==> src/rtl/core_pkg.sv <==
// Shared rename-path constants, tag type and the one-hot index encoder.
package core_pkg;
   localparam int NBANK         = 4;
   localparam int NARCH         = 32;
   localparam int WIDTH_REG_DEF = 7;
   localparam int WIDTH_BRM_DEF = 4;

   typedef logic [WIDTH_REG_DEF-1:0] ptag_t;

   // Index of the set bit; a non-one-hot input yields the OR of indices.
   function automatic logic [4:0] onehot_to_idx(input logic [31:0] i_oh);
      logic [4:0] idx;
      idx = '0;
      for (int i = 0; i < 32; i++) begin
         if (i_oh[i]) idx = idx | 5'(i);
      end
      return idx;
   endfunction
endpackage

==> src/rtl/freelist_ckpt.sv <==
// Per-branch free-list head checkpoints: one-hot save, one-hot restore read.
module freelist_ckpt
   import core_pkg::*;
#(
   parameter int WIDTH_REG = WIDTH_REG_DEF,
   parameter int WIDTH_BRM = WIDTH_BRM_DEF
) (
   input  logic                 i_clk,
   input  logic                 i_rst_n,
   input  logic [WIDTH_BRM-1:0] i_save,
   input  logic [WIDTH_REG-1:0] i_save_head,
   input  logic [WIDTH_BRM-1:0] i_rd_sel,
   output logic [WIDTH_REG-1:0] o_rd_head
);
   logic [WIDTH_REG-1:0] r_ckpt [WIDTH_BRM];
   logic [4:0]           w_idx;

   always_ff @(posedge i_clk) begin
      if (!i_rst_n) begin
         for (int b = 0; b < WIDTH_BRM; b++) r_ckpt[b] <= '0;
      end else begin
         for (int b = 0; b < WIDTH_BRM; b++) begin
            if (i_save[b]) r_ckpt[b] <= i_save_head;
         end
      end
   end

   always_comb begin
      w_idx     = onehot_to_idx(32'(i_rd_sel));
      o_rd_head = '0;
      for (int b = 0; b < WIDTH_BRM; b++) begin
         if (w_idx == 5'(b)) o_rd_head = r_ckpt[b];
      end
   end
endmodule

==> src/rtl/freelist.sv <==
// Physical-register free list: 4-wide allocate/release circular buffer with
// per-branch head checkpoints for single-cycle mispredict rollback.
module freelist
   import core_pkg::*;
#(
   parameter int WIDTH_REG = WIDTH_REG_DEF,
   parameter int WIDTH_BRM = WIDTH_BRM_DEF
) (
   input  logic                   i_clk,
   input  logic                   i_rst_n,
   output logic [4*WIDTH_REG-1:0] o_alloc_prd4x,
   output logic                   o_alloc_rdy,
   output logic [WIDTH_REG-1:0]   o_free_cnt,
   input  logic                   i_alloc_re,
   input  logic [4*WIDTH_REG-1:0] i_com_prd4x,
   input  logic                   i_com_en,
   input  logic [WIDTH_BRM-1:0]   i_brm_save,
   input  logic                   i_rec_en,
   input  logic [WIDTH_BRM-1:0]   i_rec_tag
);
   localparam int                   NPREG   = 2**WIDTH_REG;
   localparam logic [WIDTH_REG-1:0] CNT_MAX = WIDTH_REG'(NPREG - NARCH);
   localparam logic [WIDTH_REG-1:0] GROUP   = WIDTH_REG'(NBANK);

   logic [WIDTH_REG-1:0] r_mem [NPREG];
   logic [WIDTH_REG-1:0] r_head;
   logic [WIDTH_REG-1:0] r_tail;
   logic [WIDTH_REG-1:0] r_cnt;

   logic                 w_alloc;
   logic [WIDTH_REG-1:0] w_head_alloc;
   logic [WIDTH_REG-1:0] w_head_next;
   logic [WIDTH_REG-1:0] w_tail_next;
   logic [WIDTH_REG-1:0] w_ckpt_head;
   logic [WIDTH_BRM-1:0] w_save;

   assign o_alloc_rdy  = i_rst_n & (r_cnt >= GROUP);
   assign o_free_cnt   = r_cnt;
   assign w_alloc      = i_alloc_re & o_alloc_rdy & ~i_rec_en;
   assign w_head_alloc = w_alloc ? r_head + GROUP : r_head;
   assign w_head_next  = i_rec_en ? w_ckpt_head : w_head_alloc;
   assign w_tail_next  = i_com_en ? r_tail + GROUP : r_tail;
   // A recovering cycle must not overwrite checkpoints with a doomed head.
   assign w_save       = i_brm_save & {WIDTH_BRM{~i_rec_en}};

   always_comb begin
      o_alloc_prd4x = '0;
      for (int j = 0; j < NBANK; j++) begin
         o_alloc_prd4x[j*WIDTH_REG +: WIDTH_REG] = r_mem[r_head + WIDTH_REG'(j)];
      end
   end

   always_ff @(posedge i_clk) begin
      if (!i_rst_n) begin
         for (int k = 0; k < NPREG; k++) begin
            r_mem[k] <= (k < NPREG - NARCH) ? WIDTH_REG'(k + NARCH) : '0;
         end
         r_head <= '0;
         r_tail <= CNT_MAX;
         r_cnt  <= CNT_MAX;
      end else begin
         if (i_com_en) begin
            for (int j = 0; j < NBANK; j++) begin
               r_mem[r_tail + WIDTH_REG'(j)] <= i_com_prd4x[j*WIDTH_REG +: WIDTH_REG];
            end
         end
         r_head <= w_head_next;
         r_tail <= w_tail_next;
         r_cnt  <= w_tail_next - w_head_next;
      end
   end

   freelist_ckpt #(
      .WIDTH_REG (WIDTH_REG),
      .WIDTH_BRM (WIDTH_BRM)
   ) u_ckpt (
      .i_clk       (i_clk),
      .i_rst_n     (i_rst_n),
      .i_save      (w_save),
      .i_save_head (w_head_alloc),
      .i_rd_sel    (i_rec_tag),
      .o_rd_head   (w_ckpt_head)
   );

   a_rec_onehot : assert property (@(posedge i_clk) disable iff (!i_rst_n)
      i_rec_en |-> $onehot(i_rec_tag));
   a_cnt_bound : assert property (@(posedge i_clk) disable iff (!i_rst_n)
      r_cnt <= CNT_MAX);
endmodule

==> config.mk <==
export PLATFORM = sky130hd
export DESIGN_NAME = freelist
export DESIGN_NICKNAME = d
export VERILOG_FILES = /design/src/rtl/core_pkg.sv /design/src/rtl/freelist_ckpt.sv /design/src/rtl/freelist.sv
export SDC_FILE = /design/constraint.sdc
export NUM_CORES = 2
export LEC_CHECK = 0
export CORE_MARGIN = 8
export CORE_UTILIZATION = 45
export DETAILED_ROUTE_END_ITERATION = 10
export GPL_TIMING_DRIVEN = 0
export REMOVE_ABC_BUFFERS = 1
export SYNTH_ARGS = -nofsm -noshare
export SYNTH_HDL_FRONTEND = slang
export SYNTH_SLANG_ARGS = --single-unit
==> constraint.sdc <==
create_clock -name i_clk -period 12.57 [get_ports i_clk]
set_input_delay 2.514 -clock i_clk [delete_from_list [all_inputs] [get_ports i_clk]]
set_output_delay 2.514 -clock i_clk [all_outputs]
set_load 0.01 [all_outputs]
Word level (Yosys, flattened, before mapping)
Memories as Yosys holds them, arrays and structs flattened. A register that Yosys moved wholly into a read port is not among the register bits.
Index checks and enable logic that the tools add are counted.
Widths: inputs -> output; s select.
{"block": "word_totals", "inputBits": 41, "output_inout_bits": 36, "mem_count": 2, "ram_bits": 924, "word_cells": 75, "reg_bits": 21}
{"memory": "r_mem", "depth": 128, "width": 7, "rd": 4, "rd_ports_with_merged_regs": 1, "wr": 128, "line": "freelist.sv:25", "text": "logic [WIDTH_REG-1:0] r_mem [NPREG];"}
{"memory": "u_ckpt.r_ckpt", "depth": 4, "width": 7, "rd": 4, "rd_ports_with_merged_regs": 0, "wr": 4, "line": "freelist_ckpt.sv:15", "text": "logic [WIDTH_REG-1:0] r_ckpt [WIDTH_BRM];"}
{"block": "classes", "n_addsub": 9, "n_eq_ne": 3, "muxes": 43, "n_reduce_logical": 5, "order_cmp": 1, "bitwise_logic": 9}
{"cell": "$mux 7", "count": 20}
{"cell": "$add 7x2->7 const B", "count": 4}
{"cell": "$reduce_or 7->1", "count": 4}
{"cell": "$mux 1", "count": 21}
{"cell": "$add 7x1->7 const B", "count": 2}
{"cell": "$add 7x3->7 const B", "count": 2}
{"cell": "$ge 7x3->1 const B", "count": 1}
{"cell": "$sub 7x7->7", "count": 1}
{"cell": "$logic_not 5->1", "count": 1}
{"cell": "$and 4x4->4", "count": 1}
{"cell": "$eq 2x2->1 const B", "count": 2}
{"cell": "$mux 2", "count": 2}
{"cell": "$or 1x1->1", "count": 4}
{"cell": "$and 1x1->1", "count": 3}
{"cell": "$eq 2x1->1 const B", "count": 1}
{"cell": "$not 1->1", "count": 1}

Longest topological paths before layout
{"block": "logic_depth", "ltp_word": 10, "depth_mapped": 16, "mapped_depth_nobuf": 13}

Modules after synthesis
From an unflattened synthesis, not the netlist that was laid out.
{"block": "unflattened", "cells_unflattened": 4966, "area_unflattened_um2": 65079.9}
{"mod": "freelist", "seq_area_each_um2": 27266.2, "cells_per_inst": 4870, "instances": 1, "area_each_um2": 63753.6}
{"mod": "freelist_ckpt", "seq_area_each_um2": 840.8, "cells_per_inst": 96, "instances": 1, "area_each_um2": 1326.3}

Worst setup path before layout
No wires, ideal clock.
{"block": "synth_path", "path_kind": "register to output", "from": "reg r_head[1]", "to": "out o_alloc_prd4x[9]", "setup_slack_ns": 6.420, "required_time_ns": 10.056, "n_path_buf": 9, "path_stages_with_launch": 15, "arrival_time_ns": 3.636, "cell_sequence": "dfxtp_1 > buf_2 > buf_4 > buf_2 > inv_2 > clkbuf_1 > ha_1 > buf_2 > buf_2 > buf_2 > clkbuf_1 > clkbuf_1 > a21oi_1 > o21a_1 > nor4_1"}
{"block": "synth_via", "elab_chain_len": 2}
{"item": "start, declared", "line": "freelist.sv:26", "text": "logic [WIDTH_REG-1:0] r_head;"}
{"item": "start signal, assigned", "line": "freelist.sv:67", "text": "r_head <= w_head_next;"}
{"item": "$add 7x1->7", "line": "freelist.sv:49", "text": "o_alloc_prd4x[j*WIDTH_REG +: WIDTH_REG] = r_mem[r_head + WIDTH_REG'(j)];"}
{"item": "$mem_v2 128x7"}
{"item": "end, declared", "line": "freelist.sv:11", "text": "output logic [4*WIDTH_REG-1:0] o_alloc_prd4x,"}
Every way passes these cells.

Worst setup path in the final report
{"block": "layout_path", "from": "reg r_head[1]", "to": "out o_alloc_prd4x[8]"}
The elaborated chain is that of the path after synthesis.

==> run_results.csv <==
group,metric,value,unit
worst_setup_path,cp.required,10.06,ns
floorplan,rows,140,
placed_design,routabilityCongestion,1.01,
power_and_ir_drop,power.density,119,nW/um^2
timing,finalMaxSlewViolations,18,
timing,fmax,0.0982,GHz
timing,setup_viol,0,
logic_synthesis,synth_top_family_by_area,"multiplexers",
detailed_routing,antenna_left,0,
cts,cts.sinks,942,
grt,grt_start_max_net_pins,70,
floorplan,dieWidth,397,microns
logic_synthesis,yosys_register_bits,942,
cts,clkTransAtPathRegs,0.06,ns
logic_synthesis,ys.flop_type,"edfxtp_1",
placed_design,hpwl,179,mm
cells_and_area,nets,4756,
logic_synthesis,yosys_warnings,0,
timing,hold_viol,0,
worst_setup_path,crit_fanout,45,
logic_synthesis,synthSimpleGateAreaFrac,14.4,%
detailed_routing,vias,49512,
timing,period_share,81.0,%
timing,slew_headroom,-10.7,%
logic_synthesis,syn-instance-count,4876,
worst_setup_path,path_class,"register to primary output",
timing,setup-tns-final,0,ns
detailed_routing,wl,257,mm
floorplan,ios,77,
cts,cts.repair.resized,0,
logic_synthesis,synth_compound_gate_area_share,4.88,%
cells_and_area,drive_above_1_share,28.3,%
grt,grt.total_usage,31.7,%
logic_synthesis,netlist_area,65500,sq um
grt,grt_pass1_vias,47023,
detailed_routing,viasPerCell,7.37,
logic_synthesis,synth.area.mux_share,32.8,%
placed_design,dpl-instance-area,70800,sq um
cts,htree_num_levels,3,
cells_and_area,design_area,74400,sq um
timing,rsz0062_at_grt,"false",
floorplan,core_region_area,145000,sq um
detailed_routing,firstDrtPassIters,9,
cts,clock-root-buffer,"clkbuf_16",
detailed_routing,drc,0,
logic_synthesis,async_flop_share,0,%
power_and_ir_drop,total_power,8.89,mW
outcome,violations,"max-capacitance violations, max-slew violations",
logic_synthesis,synth.distinct_cells,62,
cts,cts_tree,"yes",
grt,grt.overflow.total,0,
outcome,outcome,"complete, but fails checks",
cts,ctsHoldBuffers,0,
worst_setup_path,cp-start-kind,"register",
run,max-cap-violations,4,
logic_synthesis,synth_xor_area_share,0.527,%
floorplan,die_y,397,microns
logic_synthesis,synthAdderAreaFrac,0.210,%
floorplan,start_util,45.2,%
detailed_routing,post_drt_wl_per_cell,38.2,microns
grt,grt_pass1_wl,361,mm
timing,finClkSkew,0.0242,ns
floorplan,die_area,158000,sq um
grt,antenna_found_initial,26,
cts,cts_setup_buffers,0,
cells_and_area,area_growth,13.7,%
placed_design,portBuffers,75,
logic_synthesis,syn_avg_cell_area,13.4,sq um
worst_setup_path,crit_arrival,7.67,ns
cts,numCtsBuffers,112,
cts,clock_latency,0.74,ns
worst_setup_path,end_kind,"primary output",
power_and_ir_drop,ir_drop,0.0000990,V
cells_and_area,nFillCells,12108,
detailed_routing,drt-initial-drc-count,7911,
timing,tightest_slew,1.65,ns
power_and_ir_drop,p_leak,22.5,nW
worst_hold_path,hold_class,"register to register",
timing,min_period,10.19,ns
logic_synthesis,yosysSeqAreaShare,42.9,%
cts,cts.path.max_buffers,3,
logic_synthesis,synth-edff-count,924,
power by group:
group          leakage (nW)  switching, mW  total [mW]  internal [mW]
sequential             8.40         0.0986        3.62           3.52
clock                  1.72           1.38        3.27           1.89
combinational          12.4           1.21        2.00          0.789
total                  22.5           2.68        8.89           6.21
synthesized netlist by cell type (9+ instances only):
cell type	instances	area [sq um]
nand3_1	130	651
mux4_2	842	19000
o21ai_0	83	415
or3_1	280	1750
buf_4	90	676
a21o_1	10	75.1
ha_1	11	138
nor2_1	130	488
mux2_2	15	169
nand2_1	457	1720
a311oi_1	10	87.6
xnor2_1	22	193
buf_2	99	495
buf_1	18	67.6
a22oi_1	54	405
o211ai_1	22	165
nand4_1	62	388
dfxtp_1	18	360
mux2i_1	236	2360
a31oi_1	37	231
nand2b_1	111	694
nor3_1	28	140
and3_1	114	713
o221ai_1	9	78.8
a32oi_1	38	333
buf_6	26	293
nor2b_1	12	75.1
clkbuf_1	326	1220
o22ai_1	33	206
a211oi_1	17	128
a21oi_1	46	230
and2_1	430	2690
edfxtp_1	924	27700
xor2_1	10	87.6
a221oi_1	55	482
stage by stage:
step / hold WS, ns / cells / setup WS, ns / util [%]
final: 0.707 / 6715 / 2.38 / 51.3
after floorplan: 0.590 / 4317 / -33.10 / -
after detailed placement: 0.692 / 6506 / 3.34 / 48.8
after global placement: 0.700 / 6309 / -68.09 / 45.4
after CTS: 0.724 / 6706 / 2.52 / 51.3
after global routing: 0.784 / 6707 / 2.33 / 51.3
cell usage in the layout (no fill, tap or decap), drive strengths merged, types with 22 or more instances in the layout:
cell type	netlist	final
mux2i	236	236
a22oi	54	54
edfxtp	924	924
and3	114	114
buf	233	227
nand2	457	457
o22ai	33	33
a31oi	37	37
xnor2	25	25
clkinv	1	38
nand3	130	130
mux4	842	842
and2	430	430
clkbuf	326	139
clkdlybuf4s50	0	46
a21oi	46	46
nor3	28	28
a32oi	38	38
a221oi	55	55
nand4	62	62
nor2	130	130
nand2b	111	111
o21ai	83	83
o211ai	22	22
or3	280	280
final timing paths:
check             cells past startpoint  slack (ns)                              start                          to
hold reg to reg                       4        0.71  u_ckpt.r_ckpt[3][2]$_SDFFCE_PN0P_        r_head[2]$_SDFF_PN0_
setup reg to reg                      4        7.12               r_tail[3]$_SDFF_PN0_  r_mem[31][5]$_SDFFCE_PN1P_
hold / removal                        4        0.71  u_ckpt.r_ckpt[3][2]$_SDFFCE_PN0P_        r_head[2]$_SDFF_PN0_
setup / recovery                     17        2.38               r_head[1]$_SDFF_PN0_            o_alloc_prd4x[8]
state kept, by name, indices dropped and copies added (netlist names):
register,count
r_mem,896
u_ckpt.r_ckpt,28
o_free_cnt,7
r_head,6
r_tail,5
worst max-delay path, stage by stage (launching register included):
cell and delay [ns]:
dfxtp_4 0.81, buf_16 0.37, buf_16 0.31, ha_1 0.49
xor2_4 0.47, buf_12 0.26, buf_12 0.21, buf_12 0.23
buf_12 0.23, buf_12 0.23, buf_12 0.21, mux4_2 0.21
nand2_1 0.05, a32oi_1 0.21, a21oi_1 0.10, o21a_1 0.32
nor4_1 1.32, clkdlybuf4s50_1 0.76
layout make-up:
cell class              instances  area [sq um]  share of cell area, %
clock inverters                61           626                  0.840
clock buffers                 139          2950                   3.96
flip-flops and latches        942         28100                   37.8
repair buffers                273          4910                   6.60
diodes                          8          20.0                 0.0269
well taps                    1917          2400                   3.22
inverters                       9          36.3                 0.0487
multi-input cells            3366         35400                   47.5
logic make-up after synthesis:
logic type	after synthesis
mux	1093
compound gates	455
buf+inv	568
flops	942
fa+ha+maj	11
xor+xnor	36
simple gates	1771
per-layer routing:
metal / track usage, % / share of wire, % / up-vias
li1: - / - / 19262
met1: 40.3 / 35 / 25360
met2: 46.9 / 44 / 3946
met3: 10.8 / 14 / 920
met4: 19.4 / 7.9 / 24
met5: 0.0308 / 0.064 / -
Power figures use the tool's default switching activity.
